--- src/rtl/ss_scan_mux.sv ---
// Four-digit 7-segment scan multiplexer with per-frame snapshot of the digit patterns.
// Define SEG_SCAN_BLANK_EN to insert BLANK_CYC blanking cycles after every digit slot.
module ss_scan_mux #(
  parameter int SCAN_DIV  = 50000,
  parameter int BLANK_CYC = 16
) (
  input  logic       clk,
  input  logic       rst,
  input  logic       en,
  input  logic [6:0] ss3,
  input  logic [6:0] ss2,
  input  logic [6:0] ss1,
  input  logic [6:0] ss0,
  output logic [6:0] seg_out,
  output logic [3:0] an_out,
  output logic [1:0] digit_idx,
  output logic       frame_tick
);

  localparam int CNT_MAX = (SCAN_DIV > BLANK_CYC) ? SCAN_DIV : BLANK_CYC;
  localparam int PW      = (CNT_MAX > 1) ? $clog2(CNT_MAX) : 1;
  localparam logic [PW-1:0] SCAN_LAST = PW'(SCAN_DIV - 1);
`ifdef SEG_SCAN_BLANK_EN
  localparam logic [PW-1:0] BLANK_LAST = PW'(BLANK_CYC - 1);
`endif

  typedef enum logic [1:0] {
    IDLE = 2'd0,
    LOAD = 2'd1,
    SCAN = 2'd2
`ifdef SEG_SCAN_BLANK_EN
    , BLANK = 2'd3
`endif
  } state_t;

  state_t          state_q, state_d;
  logic [PW-1:0]   presc_q, presc_d;
  logic [1:0]      idx_q, idx_d;
  logic [3:0][6:0] shadow_q, shadow_d;

  always_comb begin
    state_d  = state_q;
    presc_d  = presc_q;
    idx_d    = idx_q;
    shadow_d = shadow_q;
    if (!en) begin
      // Disabling idles the block but keeps the last snapshot.
      state_d = IDLE;
      presc_d = '0;
      idx_d   = 2'd0;
    end else begin
      case (state_q)
        IDLE: state_d = LOAD;
        LOAD: begin
          shadow_d = {ss3, ss2, ss1, ss0};
          idx_d    = 2'd0;
          presc_d  = '0;
          state_d  = SCAN;
        end
        SCAN: begin
          if (presc_q == SCAN_LAST) begin
            presc_d = '0;
`ifdef SEG_SCAN_BLANK_EN
            state_d = BLANK;
`else
            if (idx_q == 2'd3) begin
              idx_d   = 2'd0;
              state_d = LOAD;
            end else begin
              idx_d = idx_q + 2'd1;
            end
`endif
          end else begin
            presc_d = presc_q + PW'(1);
          end
        end
`ifdef SEG_SCAN_BLANK_EN
        BLANK: begin
          if (presc_q == BLANK_LAST) begin
            presc_d = '0;
            if (idx_q == 2'd3) begin
              idx_d   = 2'd0;
              state_d = LOAD;
            end else begin
              idx_d   = idx_q + 2'd1;
              state_d = SCAN;
            end
          end else begin
            presc_d = presc_q + PW'(1);
          end
        end
`endif
        default: state_d = IDLE;
      endcase
    end
  end

  always_ff @(posedge clk or negedge rst) begin
    if (!rst) begin
      state_q  <= IDLE;
      presc_q  <= '0;
      idx_q    <= 2'd0;
      shadow_q <= {4{7'h7F}};
    end else begin
      state_q  <= state_d;
      presc_q  <= presc_d;
      idx_q    <= idx_d;
      shadow_q <= shadow_d;
    end
  end

  // Outputs decode straight from the registers so they move on the state edge.
  always_comb begin
    seg_out    = 7'h7F;
    an_out     = 4'hF;
    digit_idx  = 2'd0;
    frame_tick = 1'b0;
    case (state_q)
      LOAD: frame_tick = 1'b1;
      SCAN: begin
        seg_out   = shadow_q[idx_q];
        an_out    = ~(4'b0001 << idx_q);
        digit_idx = idx_q;
      end
`ifdef SEG_SCAN_BLANK_EN
      BLANK: digit_idx = idx_q;
`endif
      default: ;
    endcase
  end

endmodule

--- config.mk ---
export PLATFORM = sky130hd
export DESIGN_NAME = ss_scan_mux
export DESIGN_NICKNAME = d
export VERILOG_FILES = /design/src/rtl/ss_scan_mux.sv
export SDC_FILE = /design/constraint.sdc
export NUM_CORES = 1
export LEC_CHECK = 0
export ABC_AREA = 1
export CORE_ASPECT_RATIO = 1.1
export CORE_MARGIN = 4
export CORE_UTILIZATION = 35
export DETAILED_ROUTE_END_ITERATION = 10
export SLEW_MARGIN = 15
export SYNTH_ARGS = -nofsm -noshare
export SYNTH_HDL_FRONTEND = slang
export SYNTH_SLANG_ARGS = --single-unit
--- constraint.sdc ---
create_clock -name clk -period 1.4 [get_ports clk]
set_input_delay 0.21 -clock clk [delete_from_list [all_inputs] [get_ports clk]]
set_output_delay 0.21 -clock clk [all_outputs]
set_load 0.05 [all_outputs]
# Word level (Yosys, flattened, before mapping)
# Cells that the tools add are included.
totals:
  in_bits: 31
  out_inout_bits: 14
  ramBits: 0
  wordCells: 40
  reg_bits: 48
  latch_bits: 0
  mem_bits_ro: 0
  memories: 0
classes:
  shift: 1
  div_mod_pow: 0
  reduce_logical: 4
  n_eq_ne: 7
  n_mul: 0
  addsub: 2
  bitwise: 1
  muxes: 17
  n_lt_le_gt_ge: 1
op_table:
  columns: ["cell", "n"]
  rows:
  - ["2-to-1 mux 16 bit", 2]
  - ["case mux 16 bit (2 select lines)", 1]
  - ["adder 16 x 1 -> 16 bit (second input constant)", 1]
  - ["equality test 16 bit (second input constant)", 1]
  - ["binary-select mux 7 bit (select 2 bit)", 1]
  - ["2-to-1 mux 2 bit", 7]
  - ["2-to-1 mux 7 bit", 2]
  - ["!= test 3 bit (second input constant)", 2]
  - ["case mux 2 bit (3 select lines)", 1]
  - ["AND reduction 2 bit", 3]
  - ["equality test 2 bit (second input constant)", 2]
  - ["2-to-1 mux 4 bit", 1]
  - ["inverter 4 bit", 1]
  - ["case mux 2 bit (2 select lines)", 1]
  - ["left shift 1 x 2 -> 4 bit (first input constant)", 1]
  - ["< comparator 2 x 3 -> 1 bit (second input constant)", 1]
  - ["!= test 3 x 1 -> 1 bit (second input constant)", 1]
  - ["adder 2 x 1 -> 2 bit (second input constant)", 1]
  - ["equality test 2 x 1 -> 1 bit (second input constant)", 1]
  - ["logical NOT 2 bit", 1]
  - ["2-to-1 mux 1 bit", 1]

# Logic depth before layout (Yosys ltp)
depth:
  ltp_word: 5
  ltp_mapped: 9
  ltp_nobuf: 9

# Worst setup path before layout
# OpenSTA, ideal clock, no wires.
synth_timing:
  kind: "register to output"
  startpoint: "register idx_q[0]"
  endpoint: "output port seg_out[0]"
  n_path_buf: 2
  stages_incl_launch_ff: 6
  arrival_ns: 2.646
  setup_slack_ns: -1.456
  t_required_ns: 1.190
  cell_sequence: "dfrtp_1 buf_2 inv_2 buf_4 nor2_1 o311ai_0"
synth_via:
  elab_chain_len: 3
synth_rtl:
  columns: ["element", "line", "rtl"]
  rows:
  - ["start: declaration", "38", "logic [1:0] idx_q, idx_d;"]
  - ["start signal: assignment", "107", "idx_q <= idx_d;"]
  - ["binary-select mux 7 bit (select 2 bit)", "121", "seg_out = shadow_q[idx_q];"]
  - ["2-to-1 mux 7 bit (implied by the code)", "121", null]
  - ["2-to-1 mux 7 bit", "118", "case (state_q)"]
  - ["end: declaration", "14", "output logic [6:0] seg_out,"]
# Every way passes these cells. The select of a mux whose other input is x is not followed.

# Worst setup path after layout
layout_timing:
  startpoint: "register idx_q[0]"
  endpoint: "output port seg_out[4]"
# Same word-level chain as after synthesis.

==> summary.txt <==
STA
  • Period utilisation layout: 126%
  • Final Hold Fails: 0
  • Worst-Margin Slew: 312 ps
  • Final setup violating endpoints: 13
  • Setup WS post-layout: -364 ps
  • Worst hold slack: 31.9 ps
  • Relative slew slack: 79.2%
  • Setup Skew: 8.46 ps
  • Final Max Tran Viols: 0
  • F_max: 0.567 GHz
  • RSZ-0062 raised after global routing: yes
  • Final Critical Period: 1760 ps

CTS
  • Cts hold-fix bufs: 0
  • Clock Root Buffer: clkbuf_8
  • CTS max path bufs: 2
  • Num Clock Sinks: 48
  • Worst-Skew Late Latency: 310 ps
  • Inserted Clock Buffers: 5
  • Register clock-pin slew on the reported worst setup and hold paths: 100 ps
  • TritonCTS clock tree: built
  • H-tree level count: 2

Die
  • Die ar.: 8970 um2
  • IO Count: 45
  • Core area: 7170 um2
  • Num rows: 32
  • Die Span X: 90.7 um
  • Initial cell density of the core: 36.7%
  • Die Y: 98.9 um

Drt
  • Remaining antenna violation count: 0
  • Avg Vias per Cell: 4.88
  • DRC: 0
  • DRT iter0 DRCs: 51
  • Wire per inst: 14.6 um
  • Post-Route WL: 7040 um
  • Vias: 2346
  • Drt first pass iters: 4

Setup path
  • FF-to-FF Start: idx_q[0]
  • RR Endpoint: idx_q[0]
  • Crit path cell chain: inv_6 -> buf_6 -> nor2_4 -> o311ai_4 -> buf_12
  • Worst endpoint required time: 1190 ps
  • CP startpoint: idx_q[0]
  • R2r worst-path depth: 7
  • Worst stage delay on the critical path: 490 ps
  • Critical path launch point type: flip-flop
  • Critical path arrival: 1550 ps
  • Slowest cell on the critical path: dfrtp_2
  • CP Max Fanout: 6
  • Crit path kind: reg2out
  • Reg2Reg Setup Slack: 10 ps
  • Nature of the critical path endpoint: output port
  • CP endpoint: seg_out[4]

Place
  • Final HPWL DP: 4980 um
  • Placed Area: 3790 um2
  • Gpl congestion: 0.820
  • Port bufs: 44
  • # placed instances: 458

Outcome
  • Outcome: finished, violations left
  • Violated checks: setup timing

GRT
  • First-pass GRT wire length: 11400 um
  • Total track usage: 15.8%
  • Vias in the first global route: 2372
  • Grt total ovfl: 0
  • Largest net degree at the start of global routing: 37
  • Initial antenna violation count: 0

Layout
  • Commonest non-fill, non-tap cell in the layout: nand2_1
  • Fill count: 608
  • Reg area: 1240 um2
  • Synthesis-to-finish area growth: 60.5%
  • Finished Layout Cells: 481
  • Final Util: 58.9%
  • Design area: 4220 um2
  • Nets: 431
  • Layout cell share with drive strength beyond 1: 48.7%
  • Most frequent cells in the layout: nand2_1, nor2_1, buf_4
  • Ant. Diodes: 0
  • Multi-input combinational cell area: 1550 um2

Power
  • Peak VDD IR: 0.000588 V
  • Pwr/cell area: 1590 nW/um2
  • Leak: 1.85 nW

Logic synthesis
  • Syn_nets: 331
  • Netlist cell types: 27
  • Seq cells post-synth: 48
  • Sequential share of the synthesized area: 47.0%
  • Cells after Synth: 295
  • Post-synthesis area per instance: 8.92 um2
  • Mapped cell area: 2630 um2
  • Syn. warnings: 0

Hold path
  • Worst Hold Class: in2async

Flow run
  • Max Cap Viol: 0
-- state kept, by name, indices dropped and copies added, names as in the netlist --
signal / flops
presc_q: 16
state_q: 2
shadow_q: 28
idx_q: 2
-- worst max-delay path: cells and delay by family, from the launching register on --
kind	cells	cell delay, ps
compound gates	1	290
buf+inv	3	430
simple gates	1	40
flops	1	490
-- power by group --
part           internal (mW)  switching, mW
sequential              2.14          0.329
clock                  0.539          0.511
combinational           1.64           1.53
-- timing repair --
action,CTS,global route
pin swaps,10,12
endpoints found under the setup margin,22,41
buffers inserted,6,10
cloned,1,0
gates resized for setup,26,37
-- logic make-up after synthesis --
logic type,share of synthesized area [%]
AND/OR/NAND/NOR,24.3
buffers and inverters,5.95
flip-flops,47.0
XOR/XNOR,1.67
AO/OA/AOI/OAI,5.47
adder cells (fa/ha/maj),2.38
multiplexers,13.3
-- layer usage --
metal / routed length [um] / GRT usage (%) / part of all wire, %
met1: 3080 / 19.5 / 44
met2: 3670 / 28.6 / 52
met3: 217 / 2.90 / 3.1
met5: 0 / 0 / 0
met4: 67 / 3.89 / 0.95
-- cells in the mapped netlist, drive strengths merged --
master,number,share of area (%)
clkinv,1,0.14
clkbuf,1,0.19
dfstp,28,28
buf,9,2.6
o21bai,1,0.29
nand3,15,3.0
nor2,61,9.3
inv,21,3.0
nand4,5,1.2
o21ai,15,2.9
nand2,72,10
dfrtp,20,19
xor2,3,1.0
xnor2,2,0.67
mux2,28,13
o311ai,7,2.3
nand3b,1,0.29
ha,5,2.4
-- cell type report --
type | instances | share of cell area [%]
repair inverters | 1 | 0.148
multi-input cells | 215 | 36.6
well taps | 85 | 2.52
inverters | 22 | 2.25
clock inverters | 3 | 1.13
repair buffers | 102 | 26.3
clock buffers | 5 | 1.63
flip-flops and latches | 48 | 29.4
-- through the flow --
stage	setup slack [ps]	power [mW]	TNS [ps]
6_report	-364	6.69	-3330
2_1_floorplan	-117	4.16	-858
4_1_cts	-360	6.54	-3610
5_1_grt	-410	7.03	-4440
3_3_place_gp	-257	5.24	-6210
3_5_place_dp	-305	5.31	-7140
-- worst min-delay path by stage --
stage	to	slack [ps]	start	cells after the start
2_1_floorplan	idx_q[0]	-90	rst	0
3_5_place_dp	shadow_q[24]	390	rst	1
3_3_place_gp	shadow_q[17]	390	rst	1
4_1_cts	shadow_q[24]	50	rst	1
5_1_grt	shadow_q[23]	70	rst	1
6_report	shadow_q[24]	30	rst	1
No activity file was read; power rests on OpenSTA's default activity.
